<file path="config.mk">
export PLATFORM = sky130hd
export DESIGN_NAME = miim_master
export DESIGN_NICKNAME = d
export VERILOG_FILES = /design/src/rtl/miim_master.sv
export SDC_FILE = /design/constraint.sdc
export NUM_CORES = 1
export LEC_CHECK = 0
export ABC_AREA = 1
export CELL_PAD_IN_SITES_DETAIL_PLACEMENT = 1
export CELL_PAD_IN_SITES_GLOBAL_PLACEMENT = 1
export CORE_MARGIN = 1.5
export CORE_UTILIZATION = 40
export CTS_BUF_LIST = sky130_fd_sc_hd__clkbuf_8
export CTS_CLUSTER_DIAMETER = 120
export CTS_CLUSTER_SIZE = 20
export DETAILED_ROUTE_END_ITERATION = 8
export DONT_BUFFER_PORTS = 1
export PLACE_DENSITY = 0.8
export SYNTH_ARGS = -nofsm -noshare
export SYNTH_HDL_FRONTEND = slang
export SYNTH_SLANG_ARGS = --single-unit
</file>
<file path="constraint.sdc">
create_clock -name clk -period 1.9 [get_ports clk]
set_input_delay 0.285 -clock clk [delete_from_list [all_inputs] [get_ports clk]]
set_output_delay 0.285 -clock clk [all_outputs]
set_load 0.02 [all_outputs]
</file>
<file path="src/rtl/miim_master.sv">
// MIIM (MDIO clause-22) management master: serialises one read or write frame
// per request, generating MDC from clk and capturing read data from mdio_i.
module miim_master #(
    parameter int unsigned MDC_DIV = 20
) (
    input  logic        clk,
    input  logic        rstn,
    input  logic [4:0]  miim_phyad,
    input  logic [4:0]  miim_regad,
    input  logic [15:0] miim_wrdata,
    input  logic        miim_wren,
    input  logic        miim_rden,
    output logic        busy,
    output logic [15:0] miim_rddata,
    output logic        miim_rddata_valid,
    output logic        mdc,
    output logic        mdio_o,
    output logic        mdio_oe,
    input  logic        mdio_i
);

    localparam int unsigned DIV_W   = 8;
    localparam int unsigned BIT_W   = 6;
    localparam int unsigned FRAME_W = 64;
    localparam int unsigned DATA_W  = 16;

    localparam logic [DIV_W-1:0] DIV_LAST = DIV_W'(MDC_DIV - 1);
    localparam logic [BIT_W-1:0] BIT_HDR  = BIT_W'(32);
    localparam logic [BIT_W-1:0] BIT_TA   = BIT_W'(46);
    localparam logic [BIT_W-1:0] BIT_DATA = BIT_W'(48);
    localparam logic [BIT_W-1:0] BIT_LAST = BIT_W'(63);

    typedef enum logic [2:0] {
        S_IDLE,
        S_PREAMBLE,
        S_HEADER,
        S_TA,
        S_DATA
    } state_t;

    state_t               state_q, state_d;
    logic [DIV_W-1:0]     div_q, div_d;
    logic [BIT_W-1:0]     bit_q, bit_d, next_bit;
    logic [FRAME_W-1:0]   sr_q, sr_d, frame;
    logic                 rd_q, rd_d;
    logic                 busy_d, mdc_d, mdio_o_d, mdio_oe_d, valid_d;
    logic [DATA_W-1:0]    rddata_d;

    // Next-state and registered-output computation
    always_comb begin
        state_d   = state_q;
        div_d     = div_q;
        bit_d     = bit_q;
        sr_d      = sr_q;
        rd_d      = rd_q;
        busy_d    = busy;
        mdc_d     = mdc;
        mdio_o_d  = mdio_o;
        mdio_oe_d = mdio_oe;
        rddata_d  = miim_rddata;
        valid_d   = 1'b0;
        next_bit  = bit_q + BIT_W'(1);
        // Write wins when both strobes are seen together
        frame     = {32'hFFFF_FFFF, 2'b01, (miim_wren ? 2'b01 : 2'b10),
                     miim_phyad, miim_regad, 2'b10,
                     (miim_wren ? miim_wrdata : 16'hFFFF)};

        case (state_q)
            S_IDLE: begin
                if (miim_wren || miim_rden) begin
                    state_d   = S_PREAMBLE;
                    rd_d      = ~miim_wren;
                    div_d     = '0;
                    bit_d     = '0;
                    busy_d    = 1'b1;
                    mdc_d     = 1'b0;
                    mdio_oe_d = 1'b1;
                    mdio_o_d  = frame[FRAME_W-1];
                    sr_d      = {frame[FRAME_W-2:0], 1'b0};
                end
            end
            default: begin
                if (div_q == DIV_LAST) begin
                    div_d = '0;
                    mdc_d = ~mdc;
                end else begin
                    div_d = div_q + DIV_W'(1);
                end
                // Bit boundary: last cycle of the mdc-high half, mdio_i sampled here
                if (div_q == DIV_LAST && mdc) begin
                    if (bit_q == BIT_LAST) begin
                        state_d   = S_IDLE;
                        busy_d    = 1'b0;
                        mdio_o_d  = 1'b1;
                        mdio_oe_d = 1'b0;
                        bit_d     = '0;
                        if (rd_q) begin
                            rddata_d = {sr_q[DATA_W-2:0], mdio_i};
                            valid_d  = 1'b1;
                        end
                    end else begin
                        bit_d     = next_bit;
                        mdio_o_d  = sr_q[FRAME_W-1];
                        sr_d      = {sr_q[FRAME_W-2:0], mdio_i};
                        mdio_oe_d = ~(rd_q && (next_bit >= BIT_TA));
                        if (next_bit == BIT_HDR)  state_d = S_HEADER;
                        if (next_bit == BIT_TA)   state_d = S_TA;
                        if (next_bit == BIT_DATA) state_d = S_DATA;
                    end
                end
            end
        endcase
    end

    // State and output registers
    always_ff @(posedge clk) begin
        if (!rstn) begin
            state_q           <= S_IDLE;
            div_q             <= '0;
            bit_q             <= '0;
            sr_q              <= '0;
            rd_q              <= 1'b0;
            busy              <= 1'b0;
            mdc               <= 1'b0;
            mdio_o            <= 1'b1;
            mdio_oe           <= 1'b0;
            miim_rddata       <= '0;
            miim_rddata_valid <= 1'b0;
        end else begin
            state_q           <= state_d;
            div_q             <= div_d;
            bit_q             <= bit_d;
            sr_q              <= sr_d;
            rd_q              <= rd_d;
            busy              <= busy_d;
            mdc               <= mdc_d;
            mdio_o            <= mdio_o_d;
            mdio_oe           <= mdio_oe_d;
            miim_rddata       <= rddata_d;
            miim_rddata_valid <= valid_d;
        end
    end

endmodule

</file>
# After elaboration in Yosys (flattened, before gate mapping)
# Index checks and enable logic that the tools add are counted.
dict set report classes {
  n_addsub 2
  magnitude_cmp 1
  eq_ne 7
  mux 34
  bitwise_logic 7
  reduce_logical 16
}
# operator n
set op_table {}
lappend op_table {{2-to-1 mux 64 bit} 4}
lappend op_table {{== test 6 bit, second input constant} 4}
lappend op_table {{2-to-1 mux 6 bit} 4}
lappend op_table {{2-to-1 mux 8 bit} 3}
lappend op_table {{2-to-1 mux 3 bit} 7}
lappend op_table {{2-to-1 mux 16 bit} 1}
lappend op_table {{2-to-1 mux 1 bit} 14}
lappend op_table {{AND reduction 3 bit} 3}
lappend op_table {{adder 8 x 1 -> 8 bit, second input constant} 1}
lappend op_table {{== test 8 x 5 -> 1 bit, second input constant} 1}
lappend op_table {{NOT 1 bit} 7}
lappend op_table {{adder 6 x 1 -> 6 bit, second input constant} 1}
lappend op_table {{>= comparator 6 bit, second input constant} 1}
lappend op_table {{AND reduction 2 bit} 3}
lappend op_table {{nonzero test 2 bit} 3}
lappend op_table {{nonzero test 5 bit} 1}
lappend op_table {{AND reduction 4 bit} 1}
lappend op_table {{OR reduction 4 bit} 1}
lappend op_table {{zero test 3 bit} 1}
lappend op_table {{logical AND 1 bit} 2}
lappend op_table {{2-to-1 mux 2 bit} 1}
lappend op_table {{inequality test 2 x 1 -> 1 bit, second input constant} 1}
lappend op_table {{inequality test 2 bit, second input constant} 1}
lappend op_table {{logical OR 1 bit} 1}
dict set report totals {
  regBits 103
  inputBits 31
  elab_cells 78
}

# Logic depth before layout (Yosys ltp)
dict set report depth {
  ltp_word 8
  mapped_depth 13
  depth_no_buf 13
}

# Worst setup path after synthesis
# No wires, ideal clock.
dict set report synth_timing {
  path_kind {register to register}
  from {register div_q[0]}
  to {register sr_q[10]}
  setup_time_ps 115
  arrival_time_ps 1515
  path_slack_ps 270
  stages_incl_launch_ff 11
  path_buffers 2
  cell_sequence {dfxtp_1 -> ha_1 -> nand4_2 -> nor2_4 -> nor2_4 -> nor2_4 -> nand2_4 -> buf_8 -> buf_8 -> o21ai_2 -> a21oi_2}
}
dict set report synth_via {
  elab_chain_len 4
}
# item line
set synth_lines {}
lappend synth_lines {{start: declaration} 42} ;# logic [DIV_W-1:0] div_q, div_d;
lappend synth_lines {{start signal: assignment} 131} ;# div_q <= div_d;
lappend synth_lines {{== test 8 x 5 -> 1 bit} 90} ;# if (div_q == DIV_LAST && mdc) begin
lappend synth_lines {{logical AND 1 bit} 90}
lappend synth_lines {{nonzero test 2 bit (no line)} --}
lappend synth_lines {{AND reduction 3 bit (no line)} --}
lappend synth_lines {{end signal: assignment} 133} ;# sr_q <= sr_d;
lappend synth_lines {{end: declaration} 44} ;# logic [FRAME_W-1:0] sr_q, sr_d, frame;
# No other way between the ends.
# A chain may end at the register's enable or synchronous reset.

# Worst setup path in the final report
dict set report layout_timing {
  from {register div_q[0]}
  to {register sr_q[45]}
}
# The elaborated chain is that of the path after synthesis.

==> results.json <==
{
  "fin_crit_ps": 1810,
  "ant_nets": 0,
  "drive_gt1_share_pct": 14.3,
  "final.setup.tns_ps": 0,
  "p_per_area_nw_per_um2": 1800,
  "worstPathRequired_ps": 2170,
  "num_vias": 4040,
  "dp_hpwl_mm": 7.91,
  "first_pass_iters": 4,
  "intPower_mw": 4.86,
  "path_clk_slew_ps": 100,
  "p_leak_nw": 2.01,
  "drc_errors": 0,
  "slew_headroom_pct": 63.6,
  "fin_ws_ps": 90.9,
  "final_cell_mix": "105 x a21oi_1, 101 x dfxtp_1, 82 x nand2_1",
  "syn2layout_area_growth_pct": 7.19,
  "seq_area_frac_synth_pct": 43.9,
  "dieArea_sq_um": 12400,
  "final_nets": 660,
  "wl_per_cell_um": 15.3,
  "cp-start-kind": "register",
  "finalSetupViolations": 0,
  "status": "finished clean",
  "routed_via_density": 5.23,
  "r2r_setup_slack_ps": 90,
  "endpoint_kind": "register",
  "power.switching_mw": 4.20,
  "cts_tree": "yes",
  "port_buffers": 0,
  "cts_buffers": 9,
  "final_core_util_pct": 44.1,
  "insertedDiodeCount": 0,
  "syn_avg_cell_area_sq_um": 7.47,
  "initial_core_util_pct": 41.1,
  "report.final.slew_viol_count": 0,
  "gp_congestion": 0.814,
  "cp_slowest_stage_delay_ps": 370,
  "max-cap-violations": 0,
  "worst-setup-path-type": "reg2reg",
  "ir_worst_vdd_v": 0.00126,
  "pwr-share-seq_pct": 33.1,
  "crit_top_cell": "nor2_4",
  "p_total_mw": 9.06,
  "cp_max_fo": 66,
  "die_x_um": 111,
  "die_h_um": 111,
  "clock_latency_ps": 390,
  "initialDrtViolationCount": 249,
  "dp_cells": 752,
  "wirelength_mm": 11.8,
  "final_hold_viol_count": 0,
  "antenna_found_initial": 0,
  "fin_crit_sh_pct": 95.2,
  "yosysUniqueCellTypes": 37,
  "p_clk_share_pct": 14.1,
  "grt_setup_unrepaired": "true",
  "overflow": 0,
  "clkSinkCount": 103,
  "min_path_type": "in2reg",
  "p_sw_share_pct": 46.4,
  "first_global_vias": 4158,
  "worst_pin_slew_ps": 545,
  "core_sq_um": 11400,
  "syn_inst": 629,
  "worstPathCellList": "ha_2, nand4_2, nor2_4, nor2_4, nor2_4, nand2_4, buf_16, o21ai_0, a21oi_1",
  "arrival_ps": 2080,
  "crit_slowest_cell": "dfxtp_2",
  "whs_ps": 44.0,
  "cts_root_buf": "clkbuf_8",
  "htreeDepth": 3,
  "synth_nets": 664,
  "grt_usage_pct": 19.5,
  "final_cell_count_no_fill": 773,
  "power.share.combinational_pct": 52.8,
  "synth-seq-cells": 103,
  "ios": 52,
  "grt_first_pass_wirelength_mm": 19.8,
  "grt_max_degree": 67,
  "rows": 39,
  "stdcell_area_sq_um": 5040,
  "fmax_ghz": 0.553,
  "syn_area_sq_um": 4700,
  "cts_buffer_depth": 2,
  "placed_cell_area_sq_um": 4790,
  "yosys_warnings": 0,
  "dp_slack_ps": 45.1,
  "fin_skew_ps": 13.0,
  "final_common_cell": "a21oi_1"
}
## Yosys cell counts
cell type,n,area (sq um)
inv_1,76,285
buf_6,8,90.1
nand3b_1,1,7.51
nor3_2,1,10.0
nor2_2,1,6.26
or2_2,1,6.26
o21ai_0,76,380
nand2_4,2,22.5
buf_1,2,7.51
nand3_2,2,20.0
o21a_1,1,7.51
o2111ai_1,1,8.76
inv_2,12,45.0
nand2_2,6,37.5
nor2_4,3,33.8
nor2_1,46,173
a211oi_1,2,15.0
a31oi_1,1,6.26
dfxtp_1,103,2060
o21bai_1,2,15.0
nand2_1,82,308
ha_1,4,50.1
a221oi_1,1,8.76
buf_2,11,55.1
o21ai_2,7,61.3
a211oi_2,4,50.1
o22ai_1,1,6.26
nor3_1,17,85.1
buf_8,2,30.0
nand3_4,1,17.5
nand4_1,3,18.8
o211ai_1,1,7.51
a21oi_2,8,70.1
clkbuf_1,14,52.6
nand3_1,20,100
a21oi_1,105,526
nand4_2,1,12.5
## repair_timing
item	CTS	global route
hold endpoints to repair	4	0
buffers inserted	0	4
hold buffers	1	0
endpoints found under the setup margin	0	71
gates resized for setup	0	23
## critical path: cells and delay by family (launching register included)
family / cells / cell delay [ps]
buffers and inverters: 1 / 210
AO/OA/AOI/OAI: 2 / 250
adder cells (fa/ha/maj): 1 / 200
flip-flops: 1 / 370
AND/OR/NAND/NOR: 5 / 630
## power by group through the flow
stage	registers [mW]	clock network [mW]	logic, mW
detailed placement	3.05	0	4.57
floorplan	3.00	0	3.85
CTS	3.00	1.32	4.61
global placement	3.02	0	4.31
finish	3.00	1.28	4.78
global route	3.06	1.40	5.40
## metal layers
metal | routed length (um) | share of wire [%] | track usage (%)
met1 | 5350 | 45 | 24.1
met5 | 0 | 0 | 0
met3 | 300 | 2.5 | 3.16
met4 | 282 | 2.4 | 9.03
met2 | 5860 | 50 | 33.4
## registers in the layout, summed over array words and instances, names as in the netlist
register           cells
div_q                  8
state_q                3
rd_q                   1
miim_rddata           16
mdio_oe                1
mdio_o                 1
busy                   1
mdc                    1
bit_q                  6
miim_rddata_valid      1
sr_q                  64
## cell type report
cell class	count	area (sq um)
fill	1461	6380
multi-input combinational	401	2080
sequential	103	2060
inverter	88	330
timing repair buffer	22	204
tap	143	179
clock buffer	10	138
clock inverter	6	37.5
## worst paths after layout
kind                              start                     to  depth (start not counted)
setup / recovery  div_q[0]$_SDFFE_PN0P_  sr_q[45]$_SDFFE_PN0P_                          9
hold / removal                     rstn  sr_q[19]$_SDFFE_PN0P_                          2
setup reg to reg  div_q[0]$_SDFFE_PN0P_  sr_q[45]$_SDFFE_PN0P_                          9
hold reg to reg   sr_q[19]$_SDFFE_PN0P_  sr_q[19]$_SDFFE_PN0P_                          2
## kinds of logic after synthesis
group | after synthesis | synth area share (%)
AO/OA/AOI/OAI | 210 | 24.7
buffers and inverters | 125 | 12.0
flip-flops | 103 | 43.9
AND/OR/NAND/NOR | 187 | 18.3
adder cells (fa/ha/maj) | 4 | 1.07
Note: power is estimated with default switching activity, not from simulation.
